**src/rtl/muldiv_ctrl.sv**
```systemverilog
// muldiv_ctrl: iterative MULT/MULTU/DIV/DIVU sequencer owning HI/LO.
// Optional macro MULDIV_DIVZERO_EN: early divide-by-zero exit plus divzero flag.
module muldiv_ctrl #(
   parameter int WIDTH = 32
) (
   input  logic             clk,
   input  logic             reset,
   input  logic             start,
   input  logic [1:0]       op,
   input  logic [WIDTH-1:0] srca,
   input  logic [WIDTH-1:0] srcb,
   input  logic             wr_hi,
   input  logic             wr_lo,
   input  logic             flush,
   output logic             busy,
   output logic             done,
   output logic [WIDTH-1:0] hi,
   output logic [WIDTH-1:0] lo
`ifdef MULDIV_DIVZERO_EN
   ,
   output logic             divzero
`endif
);

   localparam int CW = (WIDTH > 1) ? $clog2(WIDTH) : 1;

   typedef enum logic [1:0] {IDLE, CALC, FIX} state_t;

   state_t            state_q, state_d;
   logic [CW-1:0]     counter;
   logic [WIDTH-1:0]  acc_hi, acc_lo, opb;
   logic              is_div_q, neg_q, neg_r;
   logic              last, launch, launch_calc, fix_en;

   // operand sign handling: signed ops work on magnitudes
   logic              is_signed, a_neg, b_neg;
   logic [WIDTH-1:0]  a_mag, b_mag;
   assign is_signed = ~op[0];
   assign a_neg     = is_signed & srca[WIDTH-1];
   assign b_neg     = is_signed & srcb[WIDTH-1];
   assign a_mag     = a_neg ? -srca : srca;
   assign b_mag     = b_neg ? -srcb : srcb;

   assign last   = (counter == CW'(WIDTH-1));
   assign launch = start & ~flush & (state_q == IDLE);

`ifdef MULDIV_DIVZERO_EN
   logic dz;
   assign dz          = launch & op[1] & (srcb == '0);
   assign launch_calc = launch & ~dz;
`else
   assign launch_calc = launch;
`endif

   // one shift-add step and one restoring shift-subtract step
   logic [WIDTH:0]    mul_sum, div_sh;
   logic [WIDTH-1:0]  div_diff;
   logic              div_ge;
   assign mul_sum  = {1'b0, acc_hi} + (acc_lo[0] ? {1'b0, opb} : '0);
   assign div_sh   = {acc_hi, acc_lo[WIDTH-1]};
   assign div_ge   = (div_sh >= {1'b0, opb});
   assign div_diff = div_sh[WIDTH-1:0] - opb;

   // final sign correction
   logic [2*WIDTH-1:0] prod, prod_fix;
   logic [WIDTH-1:0]   quo_fix, rem_fix;
   assign prod     = {acc_hi, acc_lo};
   assign prod_fix = neg_q ? -prod : prod;
   assign quo_fix  = neg_q ? -acc_lo : acc_lo;
   assign rem_fix  = neg_r ? -acc_hi : acc_hi;

   // state register
   always_ff @(posedge clk) begin
      if (reset) state_q <= IDLE;
      else       state_q <= state_d;
   end

   // next state and status decode; flush always returns to IDLE
   always_comb begin
      state_d = state_q;
      busy    = 1'b0;
      fix_en  = 1'b0;
      unique case (state_q)
         IDLE: if (launch_calc) state_d = CALC;
         CALC: begin
            busy = 1'b1;
            if (last) state_d = FIX;
         end
         FIX: begin
            busy    = 1'b1;
            fix_en  = ~flush;
            state_d = IDLE;
         end
         default: state_d = IDLE;
      endcase
      if (flush) state_d = IDLE;
   end

   // iteration datapath: operand latch and per-cycle step
   always_ff @(posedge clk) begin
      if (reset) begin
         counter  <= '0;
         acc_hi   <= '0;
         acc_lo   <= '0;
         opb      <= '0;
         is_div_q <= 1'b0;
         neg_q    <= 1'b0;
         neg_r    <= 1'b0;
      end else if (launch_calc) begin
         counter  <= '0;
         acc_hi   <= '0;
         acc_lo   <= op[1] ? a_mag : b_mag;
         opb      <= op[1] ? b_mag : a_mag;
         is_div_q <= op[1];
         neg_q    <= a_neg ^ b_neg;
         neg_r    <= a_neg;
      end else if (state_q == CALC) begin
         counter <= last ? '0 : counter + 1'b1;
         if (is_div_q) begin
            acc_hi <= div_ge ? div_diff : div_sh[WIDTH-1:0];
            acc_lo <= {acc_lo[WIDTH-2:0], div_ge};
         end else begin
            acc_hi <= mul_sum[WIDTH:1];
            acc_lo <= {mul_sum[0], acc_lo[WIDTH-1:1]};
         end
      end
   end

   // HI/LO writeback, done pulse and MTHI/MTLO
   always_ff @(posedge clk) begin
      if (reset) begin
         hi   <= '0;
         lo   <= '0;
         done <= 1'b0;
`ifdef MULDIV_DIVZERO_EN
         divzero <= 1'b0;
`endif
      end else begin
         done <= 1'b0;
`ifdef MULDIV_DIVZERO_EN
         divzero <= 1'b0;
`endif
         if (fix_en) begin
            done <= 1'b1;
            if (is_div_q) begin
               hi <= rem_fix;
               lo <= quo_fix;
            end else begin
               hi <= prod_fix[2*WIDTH-1:WIDTH];
               lo <= prod_fix[WIDTH-1:0];
            end
`ifdef MULDIV_DIVZERO_EN
         end else if (dz) begin
            hi      <= srca;
            lo      <= '0;
            done    <= 1'b1;
            divzero <= 1'b1;
`endif
         end else if (state_q == IDLE && !start && !flush) begin
            if (wr_hi) hi <= srca;
            if (wr_lo) lo <= srca;
         end
      end
   end

endmodule

```
**config.mk**
```make
export PLATFORM = sky130hd
export DESIGN_NAME = muldiv_ctrl
export DESIGN_NICKNAME = d
export VERILOG_FILES = /design/src/rtl/muldiv_ctrl.sv
export SDC_FILE = /design/constraint.sdc
export NUM_CORES = 1
export LEC_CHECK = 0
export ABC_AREA = 0
export CORE_ASPECT_RATIO = 0.8
export CORE_MARGIN = 2
export CORE_UTILIZATION = 49
export CTS_BUF_LIST = sky130_fd_sc_hd__clkbuf_8
export DETAILED_ROUTE_END_ITERATION = 8
export MAX_ROUTING_LAYER = met4
export PLACE_DENSITY = 0.7
export SLEW_MARGIN = 10
export SYNTH_ARGS = -nofsm -noshare
export SYNTH_HDL_FRONTEND = slang
export SYNTH_SLANG_ARGS = --single-unit
```
**constraint.sdc**
```tcl
create_clock -name clk -period 4 [get_ports clk]
set_input_delay 1.2 -clock clk [delete_from_list [all_inputs] [get_ports clk]]
set_output_delay 1.2 -clock clk [all_outputs]
set_load 0.01 [all_outputs]
```
==> flow_summary.yaml <==
status:
  outcome: "finished clean"
critical_path:
  end_kind: "register"
  start_kind: "register"
  worstPathMaxFanout: 11
  timing.reg2reg.worst_path_depth: 13
  timing.critical_path.arrival_ns: 4.11
  r2r_setup_slack_ns: 0.25
  critical_path.reg2reg.endpoint: "acc_hi[30]$_SDFFE_PP0P_"
  critPathKind: "reg2reg"
  worstPathRequired_ns: 4.36
  startpoint_of_the_most_critical_register_to_register_path: "acc_lo[0]$_SDFFE_PP0P_"
drt:
  dr_total_vias: 16035
  drcViolationCount: 0
  first_pass_drt_iterations: 5
  viasPerCell: 6.210
  drt-total-wl_um: 57060
  antenna_violating_nets_post_route: 0
  wl_per_cell_um: 22.10
  initialDrtViolationCount: 1819
clock_tree:
  cts.sinks: 171
  worst_skew_pair.late_latency_ns: 0.50
  cts_tree: "built"
  clock_tree.htree_level_count: 4
  clk_pin_slew_worst_paths_ns: 0.10
  cts-root-buf: "sky130_fd_sc_hd__clkbuf_8"
  clk_path_buf_depth: 2
  holdBufCountCts: 0
  tritoncts.num_buffers: 17
timing:
  finalCriticalPeriod_ns: 3.749
  max_clock_freq_mhz: 266.8
  slew_violations: 0
  rsz0062_at_grt: "no"
  final.setup.tns_ns: 0
  final_min_period_over_clock_period: 0.9371
  worst_max_slew_margin_expressed_relative_to_the_limit: 0.3632
  worst-slew-pin-transition_ns: 0.9518
  setup_viol_count_final: 0
  finClkSkew_ns: 0.01393
  finalHoldViolations: 0
synthesis:
  synth-edff-count: 0
  synthCells: 2008
  commonest_register_cell_after_synthesis: "sky130_fd_sc_hd__dfxtp_1"
  synth-seq-area-share: 0.2291
  post_synthesis_async_set_or_reset_flop_share: 0
  syn_area_um2: 14940
  synth.distinct_cells: 84
  postSynthAreaPerCell_um2: 7.442
  number_of_synthesized_register_bits: 171
  synth_net_count: 2156
  yosysWarningCount: 0
floorplanning:
  dieHeight_um: 160.2
  io_pins: 138
  initial_utilization: 0.4954
  design.die.area_um2: 31920
  dieWidth_um: 199.3
  core_region_area_um2: 30170
  std_cell_rows: 57
power:
  vdd_ir_drop_max_mv: 0.2014
  power_leakage_nw: 7.057
  design_power_total_mw: 4.998
  power_density_nw_per_um2: 281.3
hold_path:
  worst_hold_path_type: "reg2reg"
  hold_path_origin: "opb[17]$_SDFFE_PP0P_"
  min_delay_path_depth: 2
  worstHoldEndpoint: "opb[17]$_SDFFE_PP0P_"
global_route:
  via_count_of_the_first_global_routing_pass: 14597
  grt-busiest-layer: "met1"
  groute.layer.met2.usage: 0.4853
  gr-usage-met1: 0.5382
  grt_max_degree: 78
  antenna_found_initial: 0
  groute.layer.met3.usage: 0.08786
  grt_first_pass_wirelength_um: 86580
  grt-ovfl-total: 0
  gr-usage-all-layers: 0.3648
placed_design:
  gp_congestion: 1.021
  place_hpwl_um: 44780
  io_buffers: 137
flow_run:
  drv.max_cap_violation_count: 0
cells_and_area:
  post_route_cells_drive_above_1_share: 0.09594
  utilization: 0.5889
  area_growth_pct: 18.88
  num-nets-final: 2305
-- metal layers --
metal  part of all wire  wire length, µm  vias to the layer above
li1                   -                -                     7592
met2               0.39            22340                      806
met3               0.11             6408                       80
met4              0.025             1441                        0
met5                  0                0                        -
met1               0.47            26870                     7557
-- stage by stage --
stage	hold slack, ns	setup slack [ns]	instances	cell area [µm²]
6_report	0.4575	0.2515	2582	17770
4_1_cts	0.4573	0.2733	2578	17730
3_5_place_dp	0.4434	0.01184	2548	17370
3_3_place_gp	0.4425	0.08075	2548	17370
2_1_floorplan	0.4319	0.6752	2008	14940
5_1_grt	0.4787	0.02371	2581	17760
-- critical path, stage by stage (launching register included) --
cell                         delay, ns
sky130_fd_sc_hd__dfxtp_1          0.40
sky130_fd_sc_hd__clkinvlp_4       0.23
sky130_fd_sc_hd__buf_4            0.25
sky130_fd_sc_hd__nor2_1           0.10
sky130_fd_sc_hd__ha_1             0.29
sky130_fd_sc_hd__a21oi_1          0.23
sky130_fd_sc_hd__o21ai_0          0.20
sky130_fd_sc_hd__or2_2            0.34
sky130_fd_sc_hd__o2111ai_1        0.37
sky130_fd_sc_hd__nand3b_1         0.19
sky130_fd_sc_hd__a221o_1          0.36
sky130_fd_sc_hd__nand4_1          0.14
sky130_fd_sc_hd__mux2i_1          0.09
sky130_fd_sc_hd__a2111oi_0        0.40
-- sequential cells by signal, summed over array words and instances (netlist names) --
name	flops
done	1
hi	32
acc_hi	32
neg_q	1
is_div_q	1
lo	32
counter	5
state_q	2
opb	32
neg_r	1
acc_lo	32
-- cell usage in the layout, fill, tap and decap left out, types with 7 or more instances in the layout --
cell and n:
sky130_fd_sc_hd__a211oi_1 74, sky130_fd_sc_hd__a21o_1 29, sky130_fd_sc_hd__a21oi_1 162, sky130_fd_sc_hd__a31oi_1 27, sky130_fd_sc_hd__and2_1 14, sky130_fd_sc_hd__and3_1 11, sky130_fd_sc_hd__buf_4 129, sky130_fd_sc_hd__clkbuf_8 20
sky130_fd_sc_hd__clkdlybuf4s50_1 135, sky130_fd_sc_hd__dfxtp_1 170, sky130_fd_sc_hd__ha_1 73, sky130_fd_sc_hd__inv_1 59, sky130_fd_sc_hd__mux2_2 7, sky130_fd_sc_hd__mux2i_1 109, sky130_fd_sc_hd__nand2_1 218, sky130_fd_sc_hd__nand2b_1 16
sky130_fd_sc_hd__nand3_1 26, sky130_fd_sc_hd__nand4_1 14, sky130_fd_sc_hd__nor2_1 222, sky130_fd_sc_hd__nor2b_1 17, sky130_fd_sc_hd__nor3_1 44, sky130_fd_sc_hd__nor4_1 13, sky130_fd_sc_hd__o211ai_1 77, sky130_fd_sc_hd__o21a_1 12
sky130_fd_sc_hd__o21ai_0 115, sky130_fd_sc_hd__o21bai_1 10, sky130_fd_sc_hd__o31ai_1 21, sky130_fd_sc_hd__o41ai_1 14, sky130_fd_sc_hd__or3_1 14, sky130_fd_sc_hd__or4_1 11, sky130_fd_sc_hd__xnor2_1 98, sky130_fd_sc_hd__xor2_1 73
-- cells in the mapped netlist (14+ instances only) --
cell                       instances  area, µm²
sky130_fd_sc_hd__xnor2_1          98      858.3
sky130_fd_sc_hd__o31ai_1          21      157.7
sky130_fd_sc_hd__clkbuf_1        109      409.1
sky130_fd_sc_hd__nor2_1          223      837.1
sky130_fd_sc_hd__a21oi_1         162      810.8
sky130_fd_sc_hd__xor2_1           73      639.4
sky130_fd_sc_hd__or3_1            14      87.58
sky130_fd_sc_hd__nand3_1          27      135.1
sky130_fd_sc_hd__o41ai_1          14      122.6
sky130_fd_sc_hd__inv_1            59      221.5
sky130_fd_sc_hd__o211ai_1         77      578.1
sky130_fd_sc_hd__ha_1             74      925.9
sky130_fd_sc_hd__nor2b_1          18      112.6
sky130_fd_sc_hd__a211oi_1         74      555.5
sky130_fd_sc_hd__dfxtp_1         171       3423
sky130_fd_sc_hd__nand2_1         219      822.0
sky130_fd_sc_hd__mux2i_1         109       1091
sky130_fd_sc_hd__a31oi_1          27      168.9
sky130_fd_sc_hd__buf_1            20      75.07
sky130_fd_sc_hd__and2_1           14      87.58
sky130_fd_sc_hd__nor3_1           44      220.2
sky130_fd_sc_hd__nand4_1          14      87.58
sky130_fd_sc_hd__nand2b_1         16      100.1
sky130_fd_sc_hd__a21o_1           29      217.7
sky130_fd_sc_hd__o21ai_0         116      580.6
-- what timing repair did --
item / in CTS / in global routing
endpoints found under the setup margin: 0 / 2
setup buffers: 0 / 3
resized for setup: 0 / 3
-- how the worst max path moves through the flow --
stage	startpoint	to	slack (ns)	depth (start not counted)
2_1_floorplan	srca[2]	opb[28]$_SDFFE_PP0P_	0.68	10
3_3_place_gp	srcb[4]	opb[27]$_SDFFE_PP0P_	0.08	11
3_5_place_dp	srcb[4]	opb[29]$_SDFFE_PP0P_	0.01	10
4_1_cts	acc_lo[0]$_SDFFE_PP0P_	acc_hi[29]$_SDFFE_PP0P_	0.27	12
5_1_grt	acc_lo[0]$_SDFFE_PP0P_	acc_hi[30]$_SDFFE_PP0P_	0.02	13
6_report	acc_lo[0]$_SDFFE_PP0P_	acc_hi[30]$_SDFFE_PP0P_	0.25	13
-- report_power, final --
| part | switching, mW | leakage (nW) | internal [mW] | total, mW |
|---|---|---|---|---|
| combinational | 1.09 | 5.48 | 0.751 | 1.85 |
| sequential | 0.109 | 1.39 | 1.78 | 1.89 |
| clock | 0.724 | 0.189 | 0.537 | 1.26 |
-- final cells by class --
| type | count | area, µm² |
|---|---|---|
| timing repair buffer | 269 | 2405 |
| multi-input combinational | 1637 | 10810 |
| clock buffer | 20 | 275.3 |
| clock inverter | 10 | 93.84 |
| fill | 2862 | 12400 |
| tap | 413 | 516.7 |
| antenna | 1 | 2.502 |
| sequential | 171 | 3427 |
| inverter | 61 | 232.7 |
-- kinds of logic (layout without fill, tap and decap cells) --
logic type	Yosys count	in the layout	share of synthesized area
AND/OR/NAND/NOR	651	651	0.2001
AO/OA/AOI/OAI	623	623	0.2762
buffers and inverters	200	360	0.05149
XOR/XNOR	171	171	0.1002
flip-flops	171	171	0.2291
multiplexers	116	116	0.07828
adder cells (fa/ha/maj)	76	76	0.06464
other	0	1	0
(Power assumes the default switching activity.)
